<file path="config.mk">
export PLATFORM = sky130hd
export DESIGN_NAME = mem_port_arbiter
export DESIGN_NICKNAME = d
export VERILOG_FILES = /design/src/rtl/mem_sys_pkg.sv /design/src/rtl/mem_region_decode.sv /design/src/rtl/mem_port_arbiter.sv
export SDC_FILE = /design/constraint.sdc
export NUM_CORES = 1
export LEC_CHECK = 0
export CORE_MARGIN = 2
export CORE_UTILIZATION = 25
export CTS_BUF_LIST = sky130_fd_sc_hd__clkbuf_4 sky130_fd_sc_hd__clkbuf_8
export DETAILED_ROUTE_END_ITERATION = 16
export HOLD_SLACK_MARGIN = 0.03
export SLEW_MARGIN = 0
export SYNTH_ARGS = -nofsm -noshare
export SYNTH_HDL_FRONTEND = slang
export SYNTH_SLANG_ARGS = --single-unit
</file>
<file path="constraint.sdc">
create_clock -name clk_i -period 3.2 [get_ports clk_i]
set_input_delay 0.48 -clock clk_i [delete_from_list [all_inputs] [get_ports clk_i]]
set_output_delay 0.48 -clock clk_i [all_outputs]
set_load 0.01 [all_outputs]
</file>
<file path="src/rtl/mem_sys_pkg.sv">
// Shared definitions for the memory-system arbiter.
//   RAM_BASE_DEFAULT : first RAM byte address; everything below is ROM
//   state_e          : arbiter sequencing states
//   PORT_FETCH/DATA  : requester indices (instruction fetch, data load/store)
package mem_sys_pkg;

  localparam logic [31:0] RAM_BASE_DEFAULT = 32'h0010_0000;

  typedef enum logic [1:0] {
    IDLE   = 2'd0,
    ACCESS = 2'd1,
    RESP   = 2'd2
  } state_e;

  localparam logic PORT_FETCH = 1'b0;
  localparam logic PORT_DATA  = 1'b1;

endpackage

</file>
<file path="src/rtl/mem_region_decode.sv">
// Region decoder: flags addresses that belong to RAM.
//   addr   : byte address to classify
//   is_ram : 1 when addr >= RAM_BASE (unsigned), including all-ones
module mem_region_decode
  import mem_sys_pkg::*;
#(
  parameter int unsigned           ADDR_WIDTH = 32,
  parameter logic [ADDR_WIDTH-1:0] RAM_BASE   = ADDR_WIDTH'(RAM_BASE_DEFAULT)
) (
  input  logic [ADDR_WIDTH-1:0] addr,
  output logic                  is_ram
);

  assign is_ram = (addr >= RAM_BASE);

endmodule

</file>
<file path="src/rtl/mem_port_arbiter.sv">
// Two-port arbiter in front of the ROM/RAM macros.
//   clk_i, rst_n_i           : clock, asynchronous active-low reset
//   pN_req/we/addr/wdata_i   : requester N command, held until pN_gnt_o
//   pN_gnt_o                 : combinational grant in IDLE; command captured on that edge
//   pN_rvalid/rdata/err_o    : one-cycle completion; err flags a write to ROM
//   rom_*                    : ROM read port
//   ram_*                    : RAM read/write port
//   busy_o                   : high whenever an access is in flight
// One access at a time: IDLE (grant) -> ACCESS (region latency) -> RESP -> IDLE.
module mem_port_arbiter
  import mem_sys_pkg::*;
#(
  parameter int unsigned           DATA_WIDTH  = 32,
  parameter int unsigned           ADDR_WIDTH  = 32,
  parameter logic [ADDR_WIDTH-1:0] RAM_BASE    = ADDR_WIDTH'(RAM_BASE_DEFAULT),
  parameter int unsigned           ROM_LATENCY = 1,
  parameter int unsigned           RAM_LATENCY = 2
) (
  input  logic                  clk_i,
  input  logic                  rst_n_i,
  input  logic                  p0_req_i,
  input  logic                  p0_we_i,
  input  logic [ADDR_WIDTH-1:0] p0_addr_i,
  input  logic [DATA_WIDTH-1:0] p0_wdata_i,
  output logic                  p0_gnt_o,
  output logic                  p0_rvalid_o,
  output logic [DATA_WIDTH-1:0] p0_rdata_o,
  output logic                  p0_err_o,
  input  logic                  p1_req_i,
  input  logic                  p1_we_i,
  input  logic [ADDR_WIDTH-1:0] p1_addr_i,
  input  logic [DATA_WIDTH-1:0] p1_wdata_i,
  output logic                  p1_gnt_o,
  output logic                  p1_rvalid_o,
  output logic [DATA_WIDTH-1:0] p1_rdata_o,
  output logic                  p1_err_o,
  output logic                  rom_en_o,
  output logic [ADDR_WIDTH-1:0] rom_addr_o,
  input  logic [DATA_WIDTH-1:0] rom_rdata_i,
  output logic                  ram_en_o,
  output logic                  ram_we_o,
  output logic [ADDR_WIDTH-1:0] ram_addr_o,
  output logic [DATA_WIDTH-1:0] ram_wdata_o,
  input  logic [DATA_WIDTH-1:0] ram_rdata_i,
  output logic                  busy_o
);

  localparam int unsigned MaxLat = (ROM_LATENCY > RAM_LATENCY) ? ROM_LATENCY : RAM_LATENCY;
  localparam int unsigned CntW   = (MaxLat > 1) ? $clog2(MaxLat) : 1;
  localparam logic [CntW-1:0] RomLoad = CntW'(ROM_LATENCY - 1);
  localparam logic [CntW-1:0] RamLoad = CntW'(RAM_LATENCY - 1);

  state_e                state_q;
  logic                  last_gnt_q;
  logic                  port_q;
  logic                  we_q;
  logic                  is_ram_q;
  logic [ADDR_WIDTH-1:0] addr_q;
  logic [DATA_WIDTH-1:0] wdata_q;
  logic [CntW-1:0]       lat_cnt_q;
  logic                  p0_rvalid_q, p1_rvalid_q;
  logic                  p0_err_q, p1_err_q;
  logic [DATA_WIDTH-1:0] p0_rdata_q, p1_rdata_q;

  logic                  any_req;
  logic                  win_port;
  logic                  win_we;
  logic [ADDR_WIDTH-1:0] win_addr;
  logic [DATA_WIDTH-1:0] win_wdata;
  logic                  win_is_ram;
  logic                  grant_ok;
  logic                  rom_write;
  logic                  access_done;
  logic [DATA_WIDTH-1:0] resp_rdata;

  // Winner selection: sole requester wins; on a tie the port not served last wins.
  assign any_req = p0_req_i | p1_req_i;

  always_comb begin
    if (p0_req_i && p1_req_i) begin
      win_port = ~last_gnt_q;
    end else if (p0_req_i) begin
      win_port = PORT_FETCH;
    end else begin
      win_port = PORT_DATA;
    end
  end

  assign win_we    = (win_port == PORT_DATA) ? p1_we_i    : p0_we_i;
  assign win_addr  = (win_port == PORT_DATA) ? p1_addr_i  : p0_addr_i;
  assign win_wdata = (win_port == PORT_DATA) ? p1_wdata_i : p0_wdata_i;

  mem_region_decode #(
    .ADDR_WIDTH (ADDR_WIDTH),
    .RAM_BASE   (RAM_BASE)
  ) u_region_decode (
    .addr   (win_addr),
    .is_ram (win_is_ram)
  );

  // Grant is gated by reset so that every output reads 0 while reset is held.
  assign grant_ok = rst_n_i && (state_q == IDLE) && any_req;
  assign p0_gnt_o = grant_ok && (win_port == PORT_FETCH);
  assign p1_gnt_o = grant_ok && (win_port == PORT_DATA);

  // A ROM write never touches the macro: it finishes after one ACCESS cycle with an error.
  assign rom_write   = we_q & ~is_ram_q;
  assign access_done = rom_write | (lat_cnt_q == '0);
  assign resp_rdata  = we_q ? '0 : (is_ram_q ? ram_rdata_i : rom_rdata_i);

  always_ff @(posedge clk_i or negedge rst_n_i) begin
    if (!rst_n_i) begin
      state_q     <= IDLE;
      last_gnt_q  <= PORT_DATA;
      port_q      <= PORT_FETCH;
      we_q        <= 1'b0;
      is_ram_q    <= 1'b0;
      addr_q      <= '0;
      wdata_q     <= '0;
      lat_cnt_q   <= '0;
      p0_rvalid_q <= 1'b0;
      p1_rvalid_q <= 1'b0;
      p0_err_q    <= 1'b0;
      p1_err_q    <= 1'b0;
      p0_rdata_q  <= '0;
      p1_rdata_q  <= '0;
    end else begin
      // Completion strobes are single-cycle; they are re-set only on ACCESS exit.
      p0_rvalid_q <= 1'b0;
      p1_rvalid_q <= 1'b0;
      p0_err_q    <= 1'b0;
      p1_err_q    <= 1'b0;
      case (state_q)
        IDLE: begin
          if (any_req) begin
            port_q     <= win_port;
            we_q       <= win_we;
            addr_q     <= win_addr;
            wdata_q    <= win_wdata;
            is_ram_q   <= win_is_ram;
            last_gnt_q <= win_port;
            lat_cnt_q  <= win_is_ram ? RamLoad : RomLoad;
            state_q    <= ACCESS;
          end
        end
        ACCESS: begin
          if (access_done) begin
            state_q <= RESP;
            if (port_q == PORT_FETCH) begin
              p0_rvalid_q <= 1'b1;
              p0_rdata_q  <= resp_rdata;
              p0_err_q    <= rom_write;
            end else begin
              p1_rvalid_q <= 1'b1;
              p1_rdata_q  <= resp_rdata;
              p1_err_q    <= rom_write;
            end
          end else begin
            lat_cnt_q <= lat_cnt_q - CntW'(1);
          end
        end
        RESP: begin
          state_q <= IDLE;
        end
        default: begin
          state_q <= IDLE;
        end
      endcase
    end
  end

  assign p0_rvalid_o = p0_rvalid_q;
  assign p1_rvalid_o = p1_rvalid_q;
  assign p0_err_o    = p0_err_q;
  assign p1_err_o    = p1_err_q;
  assign p0_rdata_o  = p0_rdata_q;
  assign p1_rdata_o  = p1_rdata_q;

  // Memory side is decoded straight from registered state so it drops with reset.
  assign rom_en_o    = (state_q == ACCESS) && !is_ram_q && !we_q;
  assign rom_addr_o  = rom_en_o ? addr_q : '0;
  assign ram_en_o    = (state_q == ACCESS) && is_ram_q;
  assign ram_we_o    = ram_en_o && we_q;
  assign ram_addr_o  = ram_en_o ? addr_q : '0;
  assign ram_wdata_o = ram_we_o ? wdata_q : '0;

  assign busy_o = (state_q != IDLE);

endmodule

</file>
==> impl_metrics.sql, run 1 <==
INSERT INTO impl_metrics (metric_group, metric, value, unit) VALUES
('logic_synthesis', 'synthesis.area', '7330', 'um^2'),
('pwr', 'peakVddDrop', '0.314', 'mV'),
('die', 'i_o_pin_total', '368', ''),
('pwr', 'power_switching_share', '35.4', '%'),
('logic_synthesis', 'synthesis.area_per_instance', '11.3', 'um^2'),
('sta', 'period_share', '86.7', '%'),
('route', 'iteration_0_drc_markers', '215', ''),
('final_layout', 'drive_gt1_share', '12.5', '%'),
('final_layout', 'antenna-diode-count', '0', ''),
('logic_synthesis', 'number_of_flops_mapped_to_enable_cells_by_yosys', '0', ''),
('pwr', 'clk_pwr_share', '17.7', '%'),
('grt', 'grt_start_max_net_pins', '70', ''),
('route', 'routedWlPerCell', '16.8', 'um'),
('grt', 'groute.usage.overall', '15.2', '%'),
('place', 'io_buffers', '367', ''),
('logic_synthesis', 'synthFlopType', 'dfrtp_1', ''),
('grt', 'first_pass_grt_wire_length', '36300', 'um'),
('sta', 'rsz0062_at_grt', 'no', ''),
('route', 'drt_pass1_iterations', '4', ''),
('critical_path', 'end_kind', 'output port', ''),
('place', 'placed_area', '11300', 'um^2'),
('logic_synthesis', 'gate_count_after_technology_mapping', '650', ''),
('critical_path', 'timing.critical_path.max_delay_family', 'buffers and inverters', ''),
('clock_network', 'cts_tree', 'yes', ''),
('pwr', 'comb_power_share', '49.4', '%'),
('grt', 'antenna_found_initial', '0', ''),
('critical_path', 'crit_path_max_fanout', '33', ''),
('final_layout', 'nets', '1197', ''),
('worst_hold_path', 'hold_crit_path_type', 'in -> async', ''),
('sta', 'setup_viol', '0', ''),
('die', 'core_area', '28800', 'um^2'),
('critical_path', 'max_stage_delay', '570', 'ps'),
('grt', 'grt_pass1_vias', '6265', ''),
('outcome', 'run_status', 'finished clean', ''),
('place', 'routabilityCongestion', '0.787', ''),
('clock_network', 'htree_levels', '4', ''),
('logic_synthesis', 'mappedNetlistNets', '848', ''),
('critical_path', 'crit_path_top_delay_cell', 'clkdlybuf4s50_1', ''),
('critical_path', 'worstPathCellList', 'nand2b_1 > nor3_2 > buf_4 > and2_1 > clkdlybuf4s50_1', ''),
('sta', 'final_hold_viol_count', '0', ''),
('clock_network', 'clock_pin_slew_reported_for_the_worst_setup_and_hold_paths_after_clock_tree_synthesis', '100', 'ps'),
('sta', 'min_period', '2780', 'ps'),
('sta', 'max_freq', '360', 'MHz'),
('clock_network', 'clock_latency', '430', 'ps'),
('pwr', 'internal_power', '5.96', 'mW'),
('logic_synthesis', 'synth.most_common_cell', 'dfrtp_1', ''),
('critical_path', 'criticalPathCategory', 'reg -> out', ''),
('final_layout', 'final_util', '40.7', '%'),
('route', 'drt_wl_total', '23500', 'um'),
('final_layout', 'areaGrowthSynthToFinish', '59.7', '%'),
('clock_network', 'clock-sinks', '139', ''),
('route', 'number_of_vias_per_cell', '4.33', ''),
('pwr', 'power.switching', '3.26', 'mW'),
('die', 'total_number_of_placement_rows', '62', ''),
('die', 'initial_utilization', '25.5', '%'),
('final_layout', 'final_design_area_no_fill', '11700', 'um^2'),
('die', 'die_area', '30700', 'um^2'),
('pwr', 'power', '9.22', 'mW'),
('route', 'vias', '6051', ''),
('sta', 'worst-slew-pin-transition', '933', 'ps'),
('logic_synthesis', 'netlist-cell-type-count', '31', ''),
('logic_synthesis', 'ys.warnings.count', '0', ''),
('logic_synthesis', 'ys_top_cells_by_count', '138 x dfrtp_1, 97 x mux2i_1, 68 x nand2_1', ''),
('critical_path', 'critical_path_buf_inv_count', '2', ''),
('sta', 'totalNegativeSetupSlack', '0', 'ps'),
('run', 'cap_violations', '0', ''),
('route', 'drtAntennaViolNets', '0', ''),
('logic_synthesis', 'yosys_register_bits', '139', ''),
('critical_path', 'start_kind', 'flop', ''),
('logic_synthesis', 'synth_seq_area_share', '47.4', '%'),
('clock_network', 'cts-root-buf', 'clkbuf_8', '');
-- final timing paths --
path                                             start                         end  slack [ps]  cells past startpoint
max in group asynchronous                      rst_n_i        is_ram_q$_DFFE_PN0P_        1550                      3
worst min-delay path                           rst_n_i  p0_rdata_o[29]$_DFFE_PN0P_         460                      2
worst max-delay path            state_q[1]$_DFFE_PN0P_               rom_addr_o[2]         420                      5
min in group clk_i                  port_q$_DFFE_PN0P_          p0_err_o$_DFF_PN0_         460                      1
worst min register to register      port_q$_DFFE_PN0P_          p0_err_o$_DFF_PN0_         460                      1
worst max register to register    is_ram_q$_DFFE_PN0P_   p0_rdata_o[5]$_DFFE_PN0P_         980                      5
-- per-layer routing --
metal	wire (um)	part of all wire, %	track usage, %	vias up
met2	10500	45	24.1	268
met4	258	1.1	3.96	0
met3	2470	11	5.69	14
met5	0	0	0	-
met1	10300	44	19.4	2850
li1	-	-	-	2919
-- state kept, by name, indices dropped and copies added, names as in the netlist --
name	count
p1_rdata_o	32
wdata_q	32
state_q	2
p0_rdata_o	32
p1_rvalid_o	1
p0_err_o	1
port_q	1
addr_q	32
last_gnt_q	1
p1_err_o	1
is_ram_q	1
we_q	1
p0_rvalid_o	1
lat_cnt_q	1
-- repair_timing --
item,in CTS,in global routing
hold buffers,1,0
gates resized for setup,0,0
buffers inserted,0,0
hold endpoints to repair,13,0
-- cell families (layout without fill, tap and decap cells) --
kind of cell | count (synthesis) | after routing | share of synthesized area (%)
buffers and inverters | 54 | 416 | 5.51
and+or+nand+nor | 226 | 226 | 15.9
DFF | 139 | 139 | 47.4
muxes | 161 | 161 | 26.0
AOI/OAI and AO/OA | 70 | 70 | 5.10
-- layout make-up --
cell class | count | area (um^2) | share of cell area (%)
clock inverters | 13 | 180 | 1.54
multi-input cells | 457 | 3470 | 29.6
well taps | 384 | 480 | 4.10
repair buffers | 382 | 3830 | 32.7
inverters | 2 | 7.51 | 0.0641
clock buffers | 19 | 262 | 2.23
flip-flops and latches | 139 | 3480 | 29.7
-- metrics by stage --
stage,std cells,worst slack (ps),hold slack (ps)
6_report,1396,425,456
3_5_place_dp,1363,582,329
2_1_floorplan,650,1360,184
4_1_cts,1396,337,405
5_1_grt,1396,217,431
3_3_place_gp,1363,593,328
-- worst register-to-register path: stages, from the launching register on --
cell and delay (ps):
dfrtp_4 440, buf_4 420, buf_4 520, mux2i_1 360, nor2_1 90, mux2_4 270
-- layout by cell type (no fill, tap or decap), types with 6 or more instances in the layout --
cell type        count
and3_1              34
mux2_4              58
clkbuf_8            19
mux2i_1             97
nand2_1             68
nor2_1              36
mux2_2               6
dfrtp_1            137
buf_4               11
o21ai_1             61
clkdlybuf4s50_1    366
and2_1              65
-- power groups by stage --
stage	logic (mW)	registers, mW	clock network (mW)
2_1_floorplan	2.52	3.09	0
3_3_place_gp	4.60	3.05	0
6_report	4.55	3.03	1.63
3_5_place_dp	4.61	3.07	0
5_1_grt	4.96	3.15	1.78
4_1_cts	4.62	3.05	1.71
Power figures use the tool's default switching activity.
==> run 2, diff against run 1 <==
CTS_CLUSTER_DIAMETER = 200   (was unset)
==> results of run 2 <==
Final layout, timing and power as in run 1 (identical DEF).
